## config.mk

```make
export PLATFORM = sky130hd
export DESIGN_NAME = vd_ber_monitor
export DESIGN_NICKNAME = d
export VERILOG_FILES = /design/src/rtl/vd_ber_monitor.sv
export SDC_FILE = /design/constraint.sdc
export NUM_CORES = 1
export LEC_CHECK = 0
export ABC_AREA = 1
export CORE_ASPECT_RATIO = 0.6
export CORE_MARGIN = 3
export CORE_UTILIZATION = 57
export DETAILED_ROUTE_END_ITERATION = 10
export GPL_TIMING_DRIVEN = 0
export PLACE_DENSITY = 0.77
export SYNTH_ARGS = -nofsm -noshare
export SYNTH_HDL_FRONTEND = slang
export SYNTH_SLANG_ARGS = --single-unit
```

## constraint.sdc

```tcl
create_clock -name CLOCK -period 2.49 [get_ports CLOCK]
set_clock_uncertainty 0.1 [all_clocks]
set_input_delay 0.498 -clock CLOCK [delete_from_list [all_inputs] [get_ports CLOCK]]
set_output_delay 0.498 -clock CLOCK [all_outputs]
set_load 0.01 [all_outputs]
```

## src/rtl/vd_ber_monitor.sv

```systemverilog
// Viterbi decoder BER monitor: windowed bit-error counter against delayed reference.
// Optional window alarm is enabled by defining VDMON_ALARM_EN.
module vd_ber_monitor #(
  parameter int DEC_LAT  = 15,
  parameter int WIN_LOG2 = 10,
  parameter int CNT_W    = 16,
  parameter int ALARM_TH = 64
) (
  input  logic             CLOCK,
  input  logic             Reset,
  input  logic             Active,
  input  logic             RefBit,
  input  logic             DecodeOut,
  input  logic             Clear,
  output logic [CNT_W-1:0] ErrCount,
  output logic [15:0]      WinCount,
  output logic             WinDone,
  output logic             Filled,
  output logic             Alarm
);

  localparam int FW = $clog2(DEC_LAT + 1);
  localparam int BW = WIN_LOG2 + 1;

  typedef enum logic [1:0] {
    IDLE,
    FILL,
    MEAS
  } state_t;

  state_t             state_q;
  logic [DEC_LAT-1:0] dl_q;
  logic [DEC_LAT-1:0] dl_d;
  logic [FW-1:0]      fill_q;
  logic [CNT_W-1:0]   err_q;
  logic [CNT_W-1:0]   err_d;
  logic [BW-1:0]      bit_q;
  logic [CNT_W-1:0]   errcnt_q;
  logic [15:0]        win_q;
  logic               done_q;
  logic               filled_q;
  logic               ref_bit;
  logic               cmp;
  logic               win_end;

  if (DEC_LAT == 1) begin : g_dl1
    assign dl_d = RefBit;
  end else begin : g_dln
    assign dl_d = {dl_q[DEC_LAT-2:0], RefBit};
  end

  assign ref_bit = dl_q[DEC_LAT-1];

  // The FILL bit with fill_q==DEC_LAT already has a valid reference.
  always_comb begin
    cmp = Active &&
          (state_q == MEAS ||
           (state_q == FILL && fill_q == FW'(DEC_LAT)));
    err_d = (&err_q) ? err_q :
            err_q + CNT_W'(DecodeOut ^ ref_bit);
    win_end = cmp &&
              bit_q == BW'((1 << WIN_LOG2) - 1);
  end

`ifdef VDMON_ALARM_EN
  logic alarm_q;
  assign Alarm = alarm_q;
`else
  assign Alarm = 1'b0;
`endif

  always_ff @(posedge CLOCK) begin
    if (!Reset || Clear) begin
      state_q  <= IDLE;
      dl_q     <= '0;
      fill_q   <= '0;
      err_q    <= '0;
      bit_q    <= '0;
      errcnt_q <= '0;
      win_q    <= '0;
      done_q   <= 1'b0;
      filled_q <= 1'b0;
`ifdef VDMON_ALARM_EN
      alarm_q  <= 1'b0;
`endif
    end else begin
      done_q <= win_end;
      if (Active) begin
        dl_q <= dl_d;
        unique case (state_q)
          IDLE: begin
            state_q <= FILL;
            fill_q  <= FW'(1);
          end
          FILL: begin
            if (fill_q == FW'(DEC_LAT)) begin
              state_q  <= MEAS;
              filled_q <= 1'b1;
            end else begin
              fill_q <= fill_q + FW'(1);
            end
          end
          MEAS: ;
          default: state_q <= IDLE;
        endcase
        if (cmp) begin
          if (win_end) begin
            errcnt_q <= err_d;
            win_q    <= win_q + 16'd1;
            err_q    <= '0;
            bit_q    <= '0;
`ifdef VDMON_ALARM_EN
            alarm_q  <= (err_d >= CNT_W'(ALARM_TH));
`endif
          end else begin
            err_q <= err_d;
            bit_q <= bit_q + BW'(1);
          end
        end
      end
    end
  end

  assign ErrCount = errcnt_q;
  assign WinCount = win_q;
  assign WinDone  = done_q;
  assign Filled   = filled_q;

endmodule
```

==> metrics.yaml <==
run_status: "complete, no violations"
yosysWarningCount: 0
fp.coreArea_mm2: 0.00676
ys_ff_latch: 82
pwr-share-comb_pct: 2.7
holdPathStages: 2
ios: 41
dp_hpwl_um: 7180
grt_pass1_wl_um: 16300
endpoint_kind: "flop"
start_util_pct: 59.4
grt_util_all_layers_pct: 25.4
clkTransAtPathRegs_ns: 0.06
clock-sinks: 82
crit_path_top_delay_cell: "clkdlybuf4s50_1"
maxSlewHeadroom_pct: 59.2
die_w_um: 114
numCtsBuffers: 9
htree_levels: 3
yosysUniqueCellTypes: 35
multi_input_area_mm2: 0.00211
synthCells: 573
p_clk_share_pct: 47.8
grt_max_degree: 15
clock_path_buffers: 2
p_sw_share_pct: 22.2
seq_power_share_pct: 49.5
power_mw: 2.66
worstPathArrival_ns: 2.55
die_h_um: 71.0
cpPeakStageDelay_ns: 0.52
timing.rr.start: "dl_q[14]"
drt_iter0_drc: 333
hold_path_end: "ErrCount[5]"
nNetsFinal: 634
hold_viol_final: 0
antenna_found_initial: 0
grt_pass1_vias: 3439
holdWs_ns: 0.343
required_ns: 2.66
syn_nets: 584
r2r_slack_ns: 0.41
r2r_cells: 10
hp-class: "flop to flop"
nFillCells: 563
start_kind: "primary input"
crit_family: "buffers and inverters"
tightestPinTransition_ns: 0.612
antenna_cells: 0
ant_nets: 0
clkLatencyLatePin_ns: 0.34
synth.cell_area_mm2: 0.00402
synth_top_family_by_area: "simple AND/OR/NAND/NOR gates"
grt_overflow: 0
viasPerCell: 5.34
cts_tree: "yes"
wirelength_um: 9950
rows: 23
p_sw_mw: 0.592
die-area_mm2: 0.00812
wl_per_cell_um: 13.9
hold_buffers: 0
synthXorXnorAreaFrac_pct: 2.62
path_class: "primary input to flop"
synth_fa_ha_area_share_pct: 1.56
io_buffers: 39
irDropWorstVdd_mv: 0.560
setup_viol: 0
seq_area_frac_synth_pct: 40.9
worstHoldStart: "ErrCount[5]"
r2r-end: "err_q[8]"
syn2layout_area_growth_pct: 20.5
leakagePower_nw: 1.82
path_buf_inv: 2
finalCriticalPeriod_ns: 2.38
power.internal_mw: 2.07
fmax_mhz: 421
drv_slew: 0
synth_simple_gate_area_share_pct: 37.1
clockRootBuffer: "clkbuf_16"
dr_total_vias: 3815
gp_congestion: 0.942
syn_area_per_cell_um2: 7.01
cp_common_cell: "nand2_1"
synthMuxAreaShare_pct: 0
final_layout_size_suffix_gt1_share_pct: 11.0
crit_path_cell_trace: "clkdlybuf4s50_1, xor2_2, ha_2, ha_4, nand3_2, inv_1, nand2_1, or2_2, nand3_1, nand2_1, a21oi_1"
first_pass_iters: 5
max_cap_violations: 0
synth_compound_area_share_pct: 10.4
seqCellArea_mm2: 0.00164
cp_max_fo: 5
drc: 0
rsz0062_at_grt: "false"
power_density_mw_per_mm2: 550
min_period_over_period_pct: 95.5
## stage by stage
step / utilization, % / worst slack [ns] / std cells / instance area, um^2 / setup TNS [ns]
CTS: 71.2 / 0.0290 / 715 / 4820 / 0
finish: 71.5 / 0.112 / 715 / 4840 / 0
floorplan: - / 0.527 / 573 / 4020 / 0
global placement: 66.8 / -0.361 / 699 / 4510 / -3.48
detailed placement: 66.8 / -0.458 / 699 / 4510 / -4.62
global route: 71.5 / 0.00474 / 715 / 4840 / 0
## placed cells by master, fill, tap and decap left out, types with 9 or more instances in the layout
| cell | n |
|---|---|
| nand2_1 | 213 |
| dfxtp_1 | 82 |
| a21oi_1 | 53 |
| inv_1 | 44 |
| clkdlybuf4s50_1 | 39 |
| nand3_1 | 36 |
| nor2_1 | 35 |
| o21ai_0 | 14 |
| nand4_1 | 11 |
| clkbuf_16 | 9 |
## power groups by stage
stage | registers [mW] | logic, mW | clock network (mW)
after floorplan | 1.34 | 0.0459 | 0
after global placement | 1.35 | 0.0692 | 0
after detailed placement | 1.35 | 0.0709 | 0
after CTS | 1.32 | 0.0717 | 1.29
after global routing | 1.32 | 0.0791 | 1.36
final | 1.32 | 0.0718 | 1.27
## routing by layer
metal  share of wire [%]  up-vias  wire [um]  global-route usage (%)
li1                    -     1918          -                       -
met1                  47     1720       4710                    36.5
met2                  42      160       4180                    36.8
met3                 9.4       17        936                    7.61
met4                 1.2        0        121                    7.64
met5                   0        -          0                       0
## worst register-to-register path, stage by stage, from the launching register on
cell,delay (ns)
dfxtp_1,0.38
xor2_2,0.20
ha_2,0.25
ha_4,0.19
nand3_2,0.14
inv_1,0.13
nand2_1,0.07
or2_2,0.27
nand3_1,0.08
nand2_1,0.07
a21oi_1,0.12
## area by class of cell
| type | count | share of cell area (%) |
|---|---|---|
| multi-input combinational | 425 | 43.7 |
| sequential | 82 | 33.9 |
| timing repair buffer | 39 | 8.07 |
| clock buffer | 11 | 5.23 |
| inverter | 48 | 3.72 |
| buffer | 18 | 2.35 |
| tap | 87 | 2.25 |
| clock inverter | 5 | 0.776 |
## registers in the layout (all words and copies together), names as in the netlist
name      flops
WinDone       1
bit_q        11
state_q       2
fill_q        4
err_q        16
WinCount     16
Filled        1
ErrCount     16
dl_q         15
## cells in the mapped netlist, drive strengths merged
library cell | n | share of area, %
nand2 | 219 | 21
dfxtp | 82 | 41
a21oi | 58 | 7.7
inv | 48 | 4.5
nor2 | 45 | 5.8
nand3 | 40 | 5.5
o21ai | 14 | 1.7
buf | 11 | 2.2
nand4 | 11 | 1.7
or2 | 8 | 1.3
xor2 | 8 | 1.7
clkbuf | 7 | 0.65
nor3 | 7 | 1.2
ha | 5 | 1.6
xnor2 | 4 | 0.87
a21boi | 1 | 0.47
a21o | 1 | 0.19
a31oi | 1 | 0.16
and2 | 1 | 0.16
conb | 1 | 0.093
o21a | 1 | 0.19
## worst max path at each step
stage / startpoint / end / slack [ns] / cells past startpoint
floorplan: DecodeOut / err_q[8] / 0.53 / 10
global placement: DecodeOut / err_q[14] / -0.36 / 11
detailed placement: DecodeOut / err_q[14] / -0.46 / 11
CTS: DecodeOut / err_q[8] / 0.03 / 11
global route: DecodeOut / err_q[8] / 0.005 / 11
finish: DecodeOut / err_q[8] / 0.11 / 11
## logic make-up (layout without fill, tap and decap cells)
logic type	after synthesis	after routing
compound gates	76	76
simple gates	331	331
xor+xnor	12	12
buf+inv	66	121
fa+ha+maj	5	5
flops	82	82
other cells	1	1
## timing repair
| action | CTS | global route |
|---|---|---|
| setup buffers | 0 | 0 |
| setup endpoints to repair | 4 | 8 |
| gates resized for setup | 3 | 4 |
Power figures use the tool's default switching activity.
